**src/rtl/vu_level_meter_pkg.sv**
```systemverilog
// Shared widths and FSM state encoding for the VU level meter.
package vu_level_meter_pkg;

  localparam int unsigned LVL_W = 10;

  typedef enum logic [1:0] {
    ST_ACCUM  = 2'd0,
    ST_SCALE  = 2'd1,
    ST_UPDATE = 2'd2
  } state_e;

endpackage

```
**src/rtl/vu_level_meter_abs_sat.sv**
```systemverilog
// Combinational magnitude of a two's-complement sample; the most negative code saturates to max positive.
module vu_level_meter_abs_sat #(
  parameter int unsigned DW = 16
) (
  input  logic [DW-1:0] x,
  output logic [DW-2:0] mag_c
);

  logic [DW-1:0] neg;

  always_comb begin
    neg   = DW'(~x) + DW'(1);
    mag_c = x[DW-2:0];
    if (x[DW-1]) begin
      // -2^(DW-1) negates to itself; its low bits are zero, so clamp instead
      mag_c = (neg[DW-1]) ? {(DW-1){1'b1}} : neg[DW-2:0];
    end
  end

endmodule

```
**src/rtl/vu_level_meter.sv**
```systemverilog
// Per-frame peak tracker: converts the frame's peak |sample| into a bar height with
// instant attack, linear release and a held peak marker, updated once per vsync edge.
module vu_level_meter
  import vu_level_meter_pkg::*;
#(
  parameter int unsigned DW          = 16,
  parameter int unsigned V_REZ       = 480,
  parameter int unsigned DECAY       = 4,
  parameter int unsigned HOLD_FRAMES = 30
) (
  input  logic                 clk,
  input  logic                 rst,
  input  logic                 sample_valid,
  input  logic signed [DW-1:0] sample,
  input  logic                 frame_sync,
  output logic [LVL_W-1:0]     level,
  output logic [LVL_W-1:0]     peak,
  output logic                 level_valid
);

  localparam int unsigned MAG_W  = DW - 1;
  localparam int unsigned PROD_W = MAG_W + LVL_W;
  localparam int unsigned HOLD_W = $clog2(HOLD_FRAMES + 1);
  localparam int unsigned EXT_W  = LVL_W + 1;

  state_e              state_q, state_d;
  logic [MAG_W-1:0]    acc_q, acc_d;
  logic [MAG_W-1:0]    snap_q, snap_d;
  logic [PROD_W-1:0]   prod_q, prod_d;
  logic [LVL_W-1:0]    level_q, level_d;
  logic [LVL_W-1:0]    peak_q, peak_d;
  logic [HOLD_W-1:0]   hold_q, hold_d;
  logic                level_valid_q, level_valid_d;
  logic                frame_sync_q, frame_sync_d;

  logic [MAG_W-1:0]    mag_c;
  logic                fe_c;
  logic [LVL_W-1:0]    target_c;
  logic [LVL_W-1:0]    new_level_c;

  vu_level_meter_abs_sat #(.DW(DW)) u_abs_sat (
    .x     (sample),
    .mag_c (mag_c)
  );

  assign fe_c     = frame_sync & ~frame_sync_q;
  assign target_c = LVL_W'(prod_q >> MAG_W);

  // Release rule: drop by DECAY per frame but never below the new target
  always_comb begin
    new_level_c = target_c;
    if (target_c < level_q) begin
      if (EXT_W'(level_q) > EXT_W'(target_c) + EXT_W'(DECAY)) begin
        new_level_c = level_q - LVL_W'(DECAY);
      end
    end
  end

  always_comb begin
    state_d       = state_q;
    acc_d         = acc_q;
    snap_d        = snap_q;
    prod_d        = prod_q;
    level_d       = level_q;
    peak_d        = peak_q;
    hold_d        = hold_q;
    level_valid_d = 1'b0;
    frame_sync_d  = frame_sync;

    if (sample_valid && (mag_c > acc_q)) begin
      acc_d = mag_c;
    end

    case (state_q)
      ST_ACCUM: begin
        if (fe_c) begin
          // A sample coincident with the edge opens the new window, not the closing one
          snap_d  = acc_q;
          acc_d   = sample_valid ? mag_c : '0;
          state_d = ST_SCALE;
        end
      end
      ST_SCALE: begin
        prod_d  = PROD_W'(snap_q) * PROD_W'(V_REZ);
        state_d = ST_UPDATE;
      end
      ST_UPDATE: begin
        level_d       = new_level_c;
        level_valid_d = 1'b1;
        state_d       = ST_ACCUM;
        if (new_level_c >= peak_q) begin
          peak_d = new_level_c;
          hold_d = HOLD_W'(HOLD_FRAMES);
        end else if (hold_q != '0) begin
          hold_d = hold_q - HOLD_W'(1);
        end else if (EXT_W'(peak_q) > EXT_W'(new_level_c) + EXT_W'(DECAY)) begin
          peak_d = peak_q - LVL_W'(DECAY);
        end else begin
          peak_d = new_level_c;
        end
      end
      default: state_d = ST_ACCUM;
    endcase
  end

  always_ff @(posedge clk) begin
    if (rst) begin
      state_q       <= ST_ACCUM;
      acc_q         <= '0;
      snap_q        <= '0;
      prod_q        <= '0;
      level_q       <= '0;
      peak_q        <= '0;
      hold_q        <= '0;
      level_valid_q <= 1'b0;
      frame_sync_q  <= 1'b0;
    end else begin
      state_q       <= state_d;
      acc_q         <= acc_d;
      snap_q        <= snap_d;
      prod_q        <= prod_d;
      level_q       <= level_d;
      peak_q        <= peak_d;
      hold_q        <= hold_d;
      level_valid_q <= level_valid_d;
      frame_sync_q  <= frame_sync_d;
    end
  end

  assign level       = level_q;
  assign peak        = peak_q;
  assign level_valid = level_valid_q;

endmodule

```
**config.mk**
```make
export PLATFORM = sky130hd
export DESIGN_NAME = vu_level_meter
export DESIGN_NICKNAME = d
export VERILOG_FILES = /design/src/rtl/vu_level_meter_pkg.sv /design/src/rtl/vu_level_meter_abs_sat.sv /design/src/rtl/vu_level_meter.sv
export SDC_FILE = /design/constraint.sdc
export NUM_CORES = 1
export LEC_CHECK = 0
export CORE_ASPECT_RATIO = 1.75
export CORE_MARGIN = 2
export CORE_UTILIZATION = 61
export CTS_CLUSTER_DIAMETER = 200
export DETAILED_ROUTE_END_ITERATION = 6
export GPL_TIMING_DRIVEN = 0
export PLACE_DENSITY = 0.79
export SETUP_SLACK_MARGIN = 0.05
export SLEW_MARGIN = 20
export SYNTH_ARGS = -nofsm -noshare
export SYNTH_HDL_FRONTEND = slang
export SYNTH_SLANG_ARGS = --single-unit
```
**constraint.sdc**
```tcl
create_clock -name clk -period 6.2 [get_ports clk]
set_input_delay 1.24 -clock clk [delete_from_list [all_inputs] [get_ports clk]]
set_output_delay 1.24 -clock clk [all_outputs]
set_load 0.01 [all_outputs]
```
After elaboration in Yosys (flattened, before gate mapping)
Cells that the tools add are included.

storage, ports and cells
  bits in registers = 78
  output and inout port bits = 21
  word-level logic and storage cells = 51

cells by class
  $lt $le $gt $ge = 5
  multiplexer cells = 16
  $mul = 1
  equal/unequal tests = 4
  reductions and logical operators = 7
  add/subtract/negate cells = 6
  bitwise operators = 3

operator list
  operator                                                               number
  15-bit two-way mux                                                     6
  10-bit two-way mux                                                     5
  10-bit by 3-bit subtractor with 10-bit output (second input constant)  2
  15-bit by 4-bit multiplier with 19-bit output (second input constant)  1
  16-bit by 1-bit adder with 16-bit output (second input constant)       1
  16-bit inverter                                                        1
  15-bit > comparator                                                    1
  10-bit by 3-bit adder with 11-bit output (second input constant)       1
  10-bit by 11-bit > comparator with 1-bit output                        1
  9-bit by 3-bit adder with 10-bit output (second input constant)        1
  10-bit greater-or-equal comparator                                     1
  10-bit > comparator                                                    1
  9-bit by 10-bit < comparator with 1-bit output                         1
  5-bit two-way mux                                                      2
  2-bit AND reduction                                                    3
  5-bit nonzero test                                                     1
  5-bit by 1-bit subtractor with 5-bit output (second input constant)    1
  2-bit != test (second input constant)                                  2
  2-bit case mux with 2 select lines                                     1
  2-bit by 1-bit == test with 1-bit output (second input constant)       1
  2-bit == test (second input constant)                                  1
  2-bit logical NOT                                                      1
  2-bit two-way mux                                                      1
  2-bit nonzero test                                                     1
  4 further kinds                                                        4

Depth between registers and ports, before layout
Gate-level depths: netlist of run 1.

  word-level depth = 9
  depth in mapped cells = 25
  mapped depth without buffers = 24

By module
From an unflattened synthesis of run 1, not the netlist that was laid out.

unflattened totals
  cell total of the unflattened synthesis = 683
  area total of the unflattened synthesis = 5891.9 µm²

modules (own cells, without submodules)
  module                  sequential area each (µm²)  cells each  area each (µm²)  instances
  vu_level_meter          1361.3                      618         5484.0           1
  vu_level_meter_abs_sat  0.0                         65          407.9            1

Worst setup path after synthesis of run 1
Ideal clock, no wire load.

  path kind = flip-flop to flip-flop
  start = reg prod_q[17]
  end = reg peak_q[4] (netlist: peak[4])
  arrival time = 4.714 ns
  setup slack = 1.398 ns
  setup time = 0.088 ns
  cell stages (with the launch flop) = 23
  path through = dfxtp_1 > ha_1 > inv_1 > ha_1 > a21o_1 > a21o_1 > a2111oi_0 > nor2_1 > o21ai_2 > buf_2 > nor2_1 > a21oi_1 > inv_1 > ha_1 > nand2b_4 > a2111oi_2 > o21ai_1 > a221o_1 > a211oi_4 > nand2_4 > buf_12 > o21a_1 > o32ai_2

on the way
  cells in the longest elaborated chain, start to end = 9

RTL lines
  what                                             RTL line               RTL
  from (decl)                                      vu_level_meter.sv:29   logic [PROD_W-1:0] prod_q, prod_d;
  from (signal assigned)                           vu_level_meter.sv:121  prod_q <= prod_d;
  9-bit by 3-bit adder with 10-bit output          vu_level_meter.sv:53   if (EXT_W'(level_q) > EXT_W'(target_c) + EXT_W'(DECAY)) begin
  10-bit > comparator                              vu_level_meter.sv:53
  10-bit two-way mux                               vu_level_meter.sv:53
  10-bit two-way mux *                             vu_level_meter.sv:52   if (target_c < level_q) begin
  net new_level_c[0]                               vu_level_meter.sv:39   logic [LVL_W-1:0] new_level_c;
  10-bit by 3-bit adder with 11-bit output         vu_level_meter.sv:96   end else if (EXT_W'(peak_q) > EXT_W'(new_level_c) + EXT_W'(DECAY)) begin
  10-bit by 11-bit > comparator with 1-bit output  vu_level_meter.sv:96
  10-bit two-way mux                               vu_level_meter.sv:96
  10-bit two-way mux                               vu_level_meter.sv:94   end else if (hold_q != '0) begin
  10-bit two-way mux                               vu_level_meter.sv:91   if (new_level_c >= peak_q) begin
  to (signal assigned)                             vu_level_meter.sv:123  peak_q <= peak_d;
  to (decl)                                        vu_level_meter.sv:31   logic [LVL_W-1:0] peak_q, peak_d;

The timed path passes the listed nets; every way through them passes the cells marked *. The select of a mux whose other input is x is not followed.
A chain may end at the register's enable or synchronous reset.

Worst setup path after layout of run 1
  start = reg prod_q[19]
  end = reg peak_q[8] (netlist: peak[8])

Same word-level chain as after synthesis.

==> flow_results.org, run 1 <==
** Outcome
- Run status :: finished, final reports clean

** Final layout
- Fraction of layout instances using a drive strength above 1 :: under 10%
- Fill cells :: 734
- For this run, the post-layout net count is between 800 and 900.
- The number of antenna diodes in the final layout is 0.
- Area growth from synthesis to layout :: 15.1%

** Route
- Length of the first detailed-routing pass in iterations :: 5
- The count of nets left with antenna violations once routing finished came out at 0.
- Detailed-route wire length per cell :: between 15 and 20 um
- For this run, design rule violations remaining after detail routing come to 0.
- Detailed routing inserted a total of ~5.3k vias.
- After detailed routing, the number of vias per cell comes to roughly 6.
- The final layout contains routed wiring with a total length of ~15,000 um.
- The detailed router finished its first iteration with approximately 210 violations.

** Timing
- Actual transition at the worst max-transition pin :: around 0.74 ns
- Share of the clock period used by the worst path :: 92.4%
- Achievable frequency :: 175 MHz
- Final Setup Violations :: 0
- Measured against its own limit, the worst slew margin works out to between 50% and 60%.
- The number of endpoints with negative hold slack in the final report is 0.
- For the final routed database, the setup TNS stands at 0 ns.
- Post-Route Skew :: between 0.005 and 0.006 ns
- RSZ-0062 raised after global routing :: no
- Number of slew-limit violations in the final report :: 0
- The routed design could run at a clock period as short as ~5.7 ns.
- Setup WS post-layout :: 0.470 ns

** Clock network
- The H-tree was split into 3 levels.
- The root buffer cell chosen for the clock tree is sky130_fd_sc_hd__clkbuf_16.
- The later pin in the worst-skew pair is clocked with a latency of 0.34 ns.
- Total number of clock tree sinks :: 68
- Clock slew seen by the registers of the worst setup and hold paths :: ~0.05 ns
- Hold repair after CTS inserted 0 buffers.
- TritonCTS created 9 clock buffers.
- TritonCTS clock tree :: built
- In this run the deepest clock path goes through 2 buffers.

** Synth
- Synthesis instantiated 64 different standard cells from the library.
- For this run, the leading register cell type out of synthesis is sky130_fd_sc_hd__dfxtp_1.
- Counting every instance in the synthesized netlist gives approximately 700.
- In the post-synthesis netlist, the cell with the most instances is sky130_fd_sc_hd__nand2_1.
- Warnings from Yosys :: 0
- Syn nets :: about 830
- Mean post-synth cell area :: ~8.5 um2
- Ranked by total cell area, the synthesized netlist is headed by sky130_fd_sc_hd__dfxtp_1 (23%), sky130_fd_sc_hd__ha_1 (17%), sky130_fd_sc_hd__fa_1 (8.7%).
- After synthesis the netlist holds a flip-flop and latch count of 68.
- Share of synthesized area occupied by flip-flops and latches :: between 20 and 25%
- Count of flip-flops with a built-in enable after synthesis :: 0
- Cell taking the most area after synthesis :: sky130_fd_sc_hd__dfxtp_1
- Post-synthesis async set-or-reset flop share :: 0%
- The mapped netlist covers around 6000 um2.
- Portion of synthesized cell area occupied by the leading cell type :: 22.9%
- Most instantiated cells after synthesis :: sky130_fd_sc_hd__nand2_1 (87), sky130_fd_sc_hd__ha_1 (83), sky130_fd_sc_hd__dfxtp_1 (68), sky130_fd_sc_hd__inv_1 (63), sky130_fd_sc_hd__a21oi_1 (49)

** Worst setup path
- Kind of critical path :: reg2reg
- Cell family contributing the most delay on the critical path :: compound AO/OA/AOI/OAI gates
- The worst setup path is launched from a flip-flop.
- Buf+Inv Stages, Crit Path :: 2
- Top fanout value on the critical path :: 10
- STA puts the critical path data required time at 6.45 ns.
- The largest single stage delay on the critical path is 0.48 ns.
- CP endpoint kind :: flip-flop
- Data arrives at the worst endpoint at 5.98 ns.
- Critical Path Slowest Stage Cell :: sky130_fd_sc_hd__dfxtp_1

** Global routing
- Antenna violations before repair :: 0
- Number of global-route vias before repair :: 5,674
- Sum of overflow across all layers after global routing :: 0
- Entering global routing, the biggest net connects 12 pins.
- Total global-route track usage :: about 30%
- The first global-routing pass estimated approximately 25,000 um of wire.

** Place
- Number of port buffers :: 38
- OpenSTA, run right after detailed placement, puts the worst setup slack at -0.136 ns.
- Final GP Congestion :: a little over 0.9
- Dpl hpwl :: roughly 12,000 um

** Floorplanning
- The die is 78.7 um wide.
- The die is ~130 um tall.
- Starting Density :: a little over three fifths
- Site row count :: between 40 and 50
- The floorplan step defined a core boundary enclosing about 9500 um2.
- For this design the top-level I/O count stands at between 40 and 50.
- The die covers between 10,000 and 15,000 um2.

** Power and ir drop
- The share of total power dissipated in sequential elements is ~36%.
- VDD IR-drop max :: approximately 170 uV
- Of the total power, the share spent switching nets is 28.7%.
- Power spread over the standard cell area amounts to 195 nW/um2.
- The share of total power dissipated in the clock network is 41.1%.
- Sw power :: between 0.3 and 0.4 mW
- The internal power of the cells totals approximately 0.95 mW.
- Leakage power figure :: 2.94 nW
- Gate power share :: between 20% and 30%

** Min path
- Class of the most critical hold timing path :: reg2reg

** Job
- Max-cap viol count :: 0
## metal layers
layer / GRT usage (%) / part of all wire, %
met5: 0 / 0
met4: 21.5 / 5.7
met3: 3.34 / 3.0
met2: 59.6 / 57
met1: 27.5 / 35
## power by group through the flow
stage / combinational, mW / sequential [mW] / clock, mW
global route: 0.340 / 0.488 / 0.570
CTS: 0.294 / 0.484 / 0.548
global placement: 0.279 / 0.491 / 0
detailed placement: 0.292 / 0.493 / 0
finish: 0.302 / 0.484 / 0.548
floorplan: 0.211 / 0.488 / 0
## final timing paths
| kind | from | end | slack [ns] | cells after the start |
|---|---|---|---|---|
| setup / recovery | prod_q[19]$_SDFFE_PP0N_ | peak[8]$_SDFFE_PP0P_ | 0.47 | 25 |
| hold / removal | acc_q[7]$_SDFF_PP0_ | snap_q[7]$_SDFFE_PP0P_ | 0.48 | 2 |
| setup reg to reg | prod_q[19]$_SDFFE_PP0N_ | peak[8]$_SDFFE_PP0P_ | 0.47 | 25 |
| hold reg to reg | acc_q[7]$_SDFF_PP0_ | snap_q[7]$_SDFFE_PP0P_ | 0.48 | 2 |
## stage by stage
stage / power, mW / cells / hold WS (ns) / util, % / cell area [um2]
finish: 1.34 / 882 / 0.476 / 72.3 / 6850
global route: 1.40 / 882 / 0.493 / 72.3 / 6850
CTS: 1.33 / 879 / 0.472 / 71.9 / 6810
detailed placement: 0.785 / 863 / 0.465 / 68.6 / 6490
global placement: 0.770 / 863 / 0.456 / 68.5 / 6480
floorplan: 0.699 / 703 / 0.445 / - / 5950
## tightest hold or removal path, stage by stage (launching register included)
cell and delay [ns]:
sky130_fd_sc_hd__dfxtp_1 0.32, sky130_fd_sc_hd__nand2_1 0.06, sky130_fd_sc_hd__a21oi_1 0.05
## state kept, by name, indices dropped and copies added (netlist names)
name / flops
state_q: 2
snap_q: 15
prod_q: 9
peak: 10
hold_q: 5
level: 10
level_valid: 1
frame_sync_q: 1
acc_q: 15
## logic make-up (layout without fill, tap and decap cells)
group,count (synthesis),count (layout),share of synthesized area [%]
adders and majority gates,109,109,26.2
AOI/OAI and AO/OA,162,162,18.9
DFF,68,68,22.9
muxes,11,11,1.95
buffers and inverters,86,143,5.72
and+or+nand+nor,231,231,19.0
xor gates and xnor gates,36,36,5.30
## placed cells by master, fill, tap and decap left out, types with 13 or more instances in the layout
cell type | synthesis | layout
sky130_fd_sc_hd__a21o_1 | 13 | 13
sky130_fd_sc_hd__a21oi_1 | 49 | 48
sky130_fd_sc_hd__a22oi_1 | 16 | 16
sky130_fd_sc_hd__clkbuf_1 | 21 | 21
sky130_fd_sc_hd__clkdlybuf4s50_1 | 0 | 38
sky130_fd_sc_hd__dfxtp_1 | 68 | 68
sky130_fd_sc_hd__fa_1 | 26 | 26
sky130_fd_sc_hd__ha_1 | 83 | 83
sky130_fd_sc_hd__inv_1 | 63 | 63
sky130_fd_sc_hd__nand2_1 | 87 | 87
sky130_fd_sc_hd__nand3_1 | 15 | 15
sky130_fd_sc_hd__nor2_1 | 45 | 44
sky130_fd_sc_hd__nor2b_1 | 13 | 13
sky130_fd_sc_hd__nor3_1 | 20 | 20
sky130_fd_sc_hd__o21ai_0 | 16 | 16
sky130_fd_sc_hd__xnor2_1 | 22 | 22
sky130_fd_sc_hd__xor2_1 | 14 | 14
## final cells by class
| class | count | area (um2) | area share (%) |
|---|---|---|---|
| well taps | 122 | 153 | 2.23 |
| multi-input cells | 549 | 4270 | 62.4 |
| flip-flops and latches | 68 | 1360 | 19.9 |
| clock inverters | 5 | 75.1 | 1.10 |
| clock buffers | 11 | 243 | 3.54 |
| repair buffers | 41 | 403 | 5.88 |
| inverters | 63 | 236 | 3.45 |
| plain buffers | 23 | 105 | 1.53 |
## repair_timing
item,CTS,global route
setup buffers,0,3
gates resized for setup,0,6
endpoints found under the setup margin,0,18
Power figures use the tool's default switching activity.
==> run 2, diff against run 1 <==
- HOLD_SLACK_MARGIN: unset -> 0.05
==> results of run 2 <==
The final DEF is identical to that of run 1; final timing and power are the same.
